<file path="src/rtl/uart_pkg.sv">
// Shared definitions for the UART receive path: FSM encoding, status bit
// positions, oversampling points and word-length limits.
package uart_pkg;

    typedef enum logic [2:0] {
        RX_IDLE,
        RX_START,
        RX_DATA,
        RX_STOP1,
        RX_STOP2
    } rx_state_e;

    localparam int ST_EMPTY_BIT   = 4;
    localparam int ST_FULL_BIT    = 5;
    localparam int ST_OVERRUN_BIT = 6;
    localparam int ST_FRAMING_BIT = 7;

    localparam logic [3:0] OVS16_LAST  = 4'd15;
    localparam logic [3:0] OVS16_SMP0  = 4'd7;
    localparam logic [3:0] OVS16_SMP1  = 4'd8;
    localparam logic [3:0] OVS16_SMP2  = 4'd9;
    localparam logic [3:0] OVS3_LAST   = 4'd2;
    localparam logic [3:0] OVS3_SAMPLE = 4'd1;

    localparam logic [3:0] MIN_WL = 4'd5;
    localparam logic [3:0] MAX_WL = 4'd8;

    // Out-of-range word lengths saturate into the legal 5..8 window.
    function automatic logic [3:0] clamp_wl(input logic [4:0] wl);
        if (wl < {1'b0, MIN_WL}) begin
            return MIN_WL;
        end else if (wl > {1'b0, MAX_WL}) begin
            return MAX_WL;
        end else begin
            return wl[3:0];
        end
    endfunction

endpackage

</file>
<file path="src/rtl/uart_rx_fifo.sv">
// Synchronous show-ahead byte FIFO; rdata presents the head entry (0 when empty).
module uart_rx_fifo #(
    parameter int AW = 3
) (
    input  logic          clk,
    input  logic          reset,
    input  logic          push,
    input  logic          pop,
    input  logic [7:0]    wdata,
    output logic [7:0]    rdata,
    output logic [AW:0]   count,
    output logic          full,
    output logic          empty
);

    localparam int         DEPTH    = 1 << AW;
    localparam logic [AW:0] FULL_CNT = {1'b1, {AW{1'b0}}};

    logic [7:0]    mem_q [DEPTH];
    logic [AW-1:0] wr_ptr_q, wr_ptr_d;
    logic [AW-1:0] rd_ptr_q, rd_ptr_d;
    logic [AW:0]   count_q, count_d;
    logic          do_push, do_pop;

    // A pop frees the head slot in the same cycle, so a full FIFO still accepts a push alongside it.
    always_comb begin
        empty    = (count_q == '0);
        full     = (count_q == FULL_CNT);
        do_pop   = pop && !empty;
        do_push  = push && (!full || do_pop);
        wr_ptr_d = wr_ptr_q;
        rd_ptr_d = rd_ptr_q;
        count_d  = count_q;
        if (do_push) begin
            wr_ptr_d = wr_ptr_q + 1'b1;
        end
        if (do_pop) begin
            rd_ptr_d = rd_ptr_q + 1'b1;
        end
        if (do_push && !do_pop) begin
            count_d = count_q + 1'b1;
        end else if (do_pop && !do_push) begin
            count_d = count_q - 1'b1;
        end
        rdata = empty ? 8'h00 : mem_q[rd_ptr_q];
        count = count_q;
    end

    always_ff @(posedge clk or posedge reset) begin
        if (reset) begin
            wr_ptr_q <= '0;
            rd_ptr_q <= '0;
            count_q  <= '0;
        end else begin
            wr_ptr_q <= wr_ptr_d;
            rd_ptr_q <= rd_ptr_d;
            count_q  <= count_d;
        end
    end

    always_ff @(posedge clk) begin
        if (do_push) begin
            mem_q[wr_ptr_q] <= wdata;
        end
    end

endmodule

</file>
<file path="src/rtl/uart_rx_core.sv">
// UART receiver: rxd synchroniser, oversampled deframing FSM and an 8-entry
// receive FIFO with sticky overrun/framing flags.
module uart_rx_core
    import uart_pkg::*;
#(
    parameter int FIFO_AW     = 3,
    parameter int SYNC_STAGES = 2
) (
    input  logic       clk,
    input  logic       reset,
    input  logic       rxd,
    input  logic       baud_tick,
    input  logic [4:0] word_length,
    input  logic       Num_stop_bits,
    input  logic       oversample_by_3,
    input  logic       enable_uart,
    input  logic       rd_en,
    input  logic       clr_err,
    output logic [7:0] rd_data,
    output logic [7:0] fifo_status,
    output logic       data_valid,
    output logic       intr
);

    logic [SYNC_STAGES-1:0] sync_q, sync_d;
    rx_state_e              state_q, state_d;
    logic [3:0]             smp_cnt_q, smp_cnt_d;
    logic [2:0]             bit_cnt_q, bit_cnt_d;
    logic [3:0]             wl_q, wl_d;
    logic                   two_stop_q, two_stop_d;
    logic                   ovs3_q, ovs3_d;
    logic [7:0]             shift_q, shift_d;
    logic [1:0]             maj_q, maj_d;
    logic                   overrun_q, overrun_d;
    logic                   framing_q, framing_d;

    logic                   rx_s, bit_val, at_decide, at_end;
    logic                   push, framing_set, overrun_set;
    logic [FIFO_AW:0]       fifo_count;
    logic                   fifo_full, fifo_empty;

    uart_rx_fifo #(.AW(FIFO_AW)) u_fifo (
        .clk   (clk),
        .reset (reset),
        .push  (push),
        .pop   (rd_en),
        .wdata (shift_q),
        .rdata (rd_data),
        .count (fifo_count),
        .full  (fifo_full),
        .empty (fifo_empty)
    );

    always_comb begin
        sync_d      = {sync_q[SYNC_STAGES-2:0], rxd};
        rx_s        = sync_q[SYNC_STAGES-1];
        state_d     = state_q;
        smp_cnt_d   = smp_cnt_q;
        bit_cnt_d   = bit_cnt_q;
        wl_d        = wl_q;
        two_stop_d  = two_stop_q;
        ovs3_d      = ovs3_q;
        shift_d     = shift_q;
        maj_d       = maj_q;
        push        = 1'b0;
        framing_set = 1'b0;

        at_decide = ovs3_q ? (smp_cnt_q == OVS3_SAMPLE) : (smp_cnt_q == OVS16_SMP2);
        at_end    = ovs3_q ? (smp_cnt_q == OVS3_LAST) : (smp_cnt_q == OVS16_LAST);
        bit_val   = ovs3_q ? rx_s
                  : ((maj_q[0] & maj_q[1]) | (maj_q[0] & rx_s) | (maj_q[1] & rx_s));

        if (baud_tick) begin
            if (state_q != RX_IDLE) begin
                smp_cnt_d = at_end ? 4'd0 : smp_cnt_q + 4'd1;
                if (smp_cnt_q == OVS16_SMP0) maj_d[0] = rx_s;
                if (smp_cnt_q == OVS16_SMP1) maj_d[1] = rx_s;
            end
            case (state_q)
                RX_IDLE: begin
                    if (!rx_s && enable_uart) begin
                        state_d    = RX_START;
                        smp_cnt_d  = 4'd0;
                        bit_cnt_d  = 3'd0;
                        shift_d    = 8'h00;
                        wl_d       = clamp_wl(word_length);
                        two_stop_d = Num_stop_bits;
                        ovs3_d     = oversample_by_3;
                    end
                end
                RX_START: begin
                    if (at_decide && bit_val) begin
                        state_d = RX_IDLE;
                    end else if (at_end) begin
                        state_d = RX_DATA;
                    end
                end
                RX_DATA: begin
                    if (at_decide) begin
                        shift_d[bit_cnt_q] = bit_val;
                    end
                    if (at_end) begin
                        if ({1'b0, bit_cnt_q} == wl_q - 4'd1) begin
                            state_d = RX_STOP1;
                        end else begin
                            bit_cnt_d = bit_cnt_q + 3'd1;
                        end
                    end
                end
                // Stop decisions return to IDLE mid-bit so a following start edge is not missed.
                RX_STOP1: begin
                    if (at_decide) begin
                        if (!bit_val) begin
                            framing_set = 1'b1;
                            state_d     = RX_IDLE;
                        end else if (!two_stop_q) begin
                            push    = 1'b1;
                            state_d = RX_IDLE;
                        end
                    end else if (at_end) begin
                        state_d = RX_STOP2;
                    end
                end
                RX_STOP2: begin
                    if (at_decide) begin
                        framing_set = !bit_val;
                        push        = bit_val;
                        state_d     = RX_IDLE;
                    end
                end
                default: state_d = RX_IDLE;
            endcase
        end

        if (!enable_uart) begin
            state_d     = RX_IDLE;
            push        = 1'b0;
            framing_set = 1'b0;
        end

        // Bus side pops with rd_en while data_valid is high; a pop of an empty FIFO is ignored.
        overrun_set = push && fifo_full && !rd_en;
        overrun_d   = (overrun_q && !clr_err) || overrun_set;
        framing_d   = (framing_q && !clr_err) || framing_set;

        fifo_status                 = 8'h00;
        fifo_status[3:0]            = fifo_count[3:0];
        fifo_status[ST_EMPTY_BIT]   = fifo_empty;
        fifo_status[ST_FULL_BIT]    = fifo_full;
        fifo_status[ST_OVERRUN_BIT] = overrun_q;
        fifo_status[ST_FRAMING_BIT] = framing_q;
        data_valid                  = !fifo_empty;
        intr                        = data_valid || overrun_q || framing_q;
    end

    always_ff @(posedge clk or posedge reset) begin
        if (reset) begin
            sync_q     <= '1;
            state_q    <= RX_IDLE;
            smp_cnt_q  <= 4'd0;
            bit_cnt_q  <= 3'd0;
            wl_q       <= MAX_WL;
            two_stop_q <= 1'b0;
            ovs3_q     <= 1'b0;
            shift_q    <= 8'h00;
            maj_q      <= 2'b00;
            overrun_q  <= 1'b0;
            framing_q  <= 1'b0;
        end else begin
            sync_q     <= sync_d;
            state_q    <= state_d;
            smp_cnt_q  <= smp_cnt_d;
            bit_cnt_q  <= bit_cnt_d;
            wl_q       <= wl_d;
            two_stop_q <= two_stop_d;
            ovs3_q     <= ovs3_d;
            shift_q    <= shift_d;
            maj_q      <= maj_d;
            overrun_q  <= overrun_d;
            framing_q  <= framing_d;
        end
    end

endmodule
</file>
<file path="config.mk">
export PLATFORM = sky130hd
export DESIGN_NAME = uart_rx_core
export DESIGN_NICKNAME = d
export VERILOG_FILES = /design/src/rtl/uart_pkg.sv /design/src/rtl/uart_rx_fifo.sv /design/src/rtl/uart_rx_core.sv
export SDC_FILE = /design/constraint.sdc
export NUM_CORES = 1
export LEC_CHECK = 0
export BUFFER_PORTS_ARGS = -buffer_cell sky130_fd_sc_hd__buf_2
export CAP_MARGIN = 15
export CORE_UTILIZATION = 27
export CTS_BUF_LIST = sky130_fd_sc_hd__clkbuf_8
export CTS_CLUSTER_DIAMETER = 30
export DETAILED_ROUTE_END_ITERATION = 10
export HOLD_SLACK_MARGIN = 0.03
export PLACE_DENSITY_LB_ADDON = 0.15
export SLEW_MARGIN = 15
export SYNTH_ARGS = -nofsm -noshare
export SYNTH_HDL_FRONTEND = slang
export SYNTH_SLANG_ARGS = --single-unit
export TNS_END_PERCENT = 30
</file>
<file path="constraint.sdc">
create_clock -name clk -period 3.4 [get_ports clk]
set_clock_uncertainty 0.15 [all_clocks]
set_input_delay 0.68 -clock clk [delete_from_list [all_inputs] [get_ports clk]]
set_output_delay 0.68 -clock clk [all_outputs]
set_load 0.01 [all_outputs]
</file>
==> flow_summary.ini <==
[outcome]
outcome = completed

[power]
ir_drop_mv = 0.2955
powerDensity_nw_per_um2 = 607.1
p_leak_nw = 2.125

[global_route]
grt_overflow = 0
grt_util_all_layers_pct = 12.19
antenna_found_initial = 0
grt_pass1_vias = 3046
grt_pass1_wl_um = 16360
grt_max_degree = 21

[finish]
finalNetCount = 423
seq_area_um2 = 2927
final_common_cell = edfxtp_1
area_growth_pct = 14.85
fin_util_pct = 31.61
diodes = 0
final_cell_mix = edfxtp_1, dfrtp_1, nor2_1, buf_2, nand2_1
layout-drive-gt1-share_pct = 22.58
n_fill_cell = 1766
multi_input_area_um2 = 1664

[synth]
synthArstFlopShare_pct = 38.46
seq_area_frac_synth_pct = 61.89
syn_nets = 380
synth_warnings = 0
synth_fa_ha_area_share_pct = 3.070
ys.flop_type = edfxtp_1
syn_area_um2 = 4728
synth_compound_area_share_pct = 7.912
synth_seq_cells = 104
synth_edf_count = 64
synth_top_family_by_area = multiplexers
yosys.area_share.xor_xnor_pct = 2.408
yosysUniqueCellTypes = 54
avgSynthCellArea_um2 = 13.32
synthSimpleGateAreaFrac_pct = 10.85
synth_mux_area_share_pct = 10.96
netlist_instances = 355

[routing]
post_drt_wl_per_cell_um = 15.76
viasPerCell = 4.627
ant_nets = 0
num_vias = 2906
drc = 0
postRouteWirelength_um = 9898
dr.pass1.iters = 4
drtIter0Drc = 232

[sta]
tightest_slew_ns = 0.7442
max_slew_margin_pct = 49.60
fin_crit_sh_pct = 87.54
setup_ws_ns = 0.4236
final-hold-violation-count = 0
whs_ns = 0.1157
fin_setup_tns_ns = 0
min_period_ns = 2.976
finalMaxSlewViolations = 0
fmax_ghz = 0.3360
setup_viol = 0
rsz0062_at_grt = no

[setup_path]
ff2ff_setup_slack_ns = 0.42
startpoint_type = register
critPathCaptureType = register
critPathKind = register to register
crit_fanout = 7
cp_data_required_time_ns = 3.53
crit_arrival_ns = 3.10

[floorplanning]
start_util_pct = 27.53
rows = 48
io_pins = 32
die_y_um = 134.3
core_um2 = 17180
die-width_um = 134.3
die-area_um2 = 18050

[cts]
cts_tree = yes
h-tree-depth = 3
ctsResizeCount = 0
cts_root_buf = clkbuf_8
clockBufferDepth = 2
holdBufCountCts = 0
cts_sinks = 104
cts_buffers = 9
clk_latency_ns = 0.39
postCtsSetupBuffers = 0
clkTransAtPathRegs_ns = 0.11

[placed_design]
dpl.hpwl_um = 7003
gp_congestion = 0.8188
portBuffers = 31
place_worst_setup_slack_ns = 0.4129

[flow_run]
drv_cap = 0

[min_path]
hp-class = input pin to async pin
[sequential cells by signal, indices dropped and copies added (netlist names), 4 cells and up]
name,count
u_fifo.count,4
wl_q,4
smp_cnt_q,4
u_fifo.mem_q,64
shift_q,8
[per-stage QoR]
stage	total power [mW]	instance area, um2	cells
3_5_place_dp	2.508	5215	612
2_1_floorplan	2.217	4728	355
4_1_cts	3.363	5430	628
6_report	3.296	5430	628
3_3_place_gp	2.502	5215	612
5_1_grt	3.511	5430	628
[final cells by class]
cell class              instances  share of cell area [%]
flip-flops and latches        104                   53.89
multi-input cells             219                   30.65
repair buffers                 48                   5.207
well taps                     225                   5.184
clock buffers                   9                   2.281
clock inverters                 7                   1.682
inverters                      16                   1.106
[synthesized netlist by cell type (2+ instances only)]
| cell type | instances | area [um2] |
|---|---|---|
| a31oi_1 | 5 | 31.28 |
| buf_2 | 2 | 10.01 |
| mux2i_1 | 9 | 90.09 |
| o211ai_1 | 4 | 30.03 |
| edfxtp_1 | 64 | 1922 |
| or3_1 | 2 | 12.51 |
| dfstp_2 | 3 | 78.83 |
| and3_1 | 2 | 12.51 |
| buf_4 | 4 | 30.03 |
| o21a_1 | 2 | 15.01 |
| nor2_1 | 34 | 127.6 |
| xnor2_1 | 8 | 70.07 |
| dfrtp_1 | 37 | 925.9 |
| nand4_1 | 4 | 25.02 |
| o21ai_0 | 26 | 130.1 |
| clkbuf_1 | 10 | 37.54 |
| xor2_1 | 5 | 43.79 |
| a21o_1 | 3 | 22.52 |
| o31ai_1 | 4 | 30.03 |
| o21ai_1 | 2 | 10.01 |
| mux4_2 | 16 | 360.4 |
| nor3_1 | 7 | 35.03 |
| nand2b_1 | 4 | 25.02 |
| ha_1 | 10 | 125.1 |
| mux2_1 | 2 | 22.52 |
| a21oi_1 | 6 | 30.03 |
| nand2_1 | 28 | 105.1 |
| nor2b_1 | 2 | 12.51 |
| inv_1 | 15 | 56.30 |
| mux2_2 | 4 | 45.04 |
| nand3_1 | 8 | 40.04 |
[power by group]
group / switching, mW / total [mW] / internal [mW]
sequential: 0.129 / 1.54 / 1.41
combinational: 0.477 / 0.910 / 0.433
clock: 0.481 / 0.845 / 0.364
total: 1.09 / 3.30 / 2.21
[worst max-delay path: stages, from the launching register on]
cell and delay, ns:
dfrtp_1 0.44, inv_1 0.11, ha_1 0.14, nand3b_1 0.21, a21o_1 0.28, nor4b_4 0.30
ha_1 0.22, inv_1 0.09, ha_1 0.27, a21o_1 0.17, a21oi_1 0.16, xnor2_1 0.13
nor2_1 0.06, xor2_1 0.14
[path summary, 6_finish.rpt]
path,start,endpoint,cells past startpoint
worst min-delay path,reset,u_fifo.count[1],2
worst min register to register,sync_q[0],sync_q[1],0
min in group clk,sync_q[0],sync_q[1],0
worst max register to register,smp_cnt_q[1],u_fifo.count[3],13
worst max-delay path,smp_cnt_q[1],u_fifo.count[3],13
max in group asynchronous,reset,wl_q[3],3
[cells by family (layout without fill, tap and decap cells)]
group                    after synthesis  count (layout)
adder cells (fa/ha/maj)               11              11
buffers and inverters                 32              80
XOR/XNOR                              13              13
AND/OR/NAND/NOR                      103             103
multiplexers                          31              31
AO/OA/AOI/OAI                         61              61
flip-flops                           104             104
[metal layers]
layer  part of all wire (%)  vias to the layer above  routed length (um)  track usage, %
li1                       -                     1414                   -               -
met1                     45                     1442                4447           14.55
met2                     51                       40                5063           21.24
met3                    2.5                       10                 252           2.948
met4                    1.4                        0                 134           4.494
met5                      0                        -                   0               0
No activity file was read; power rests on OpenSTA's default activity.
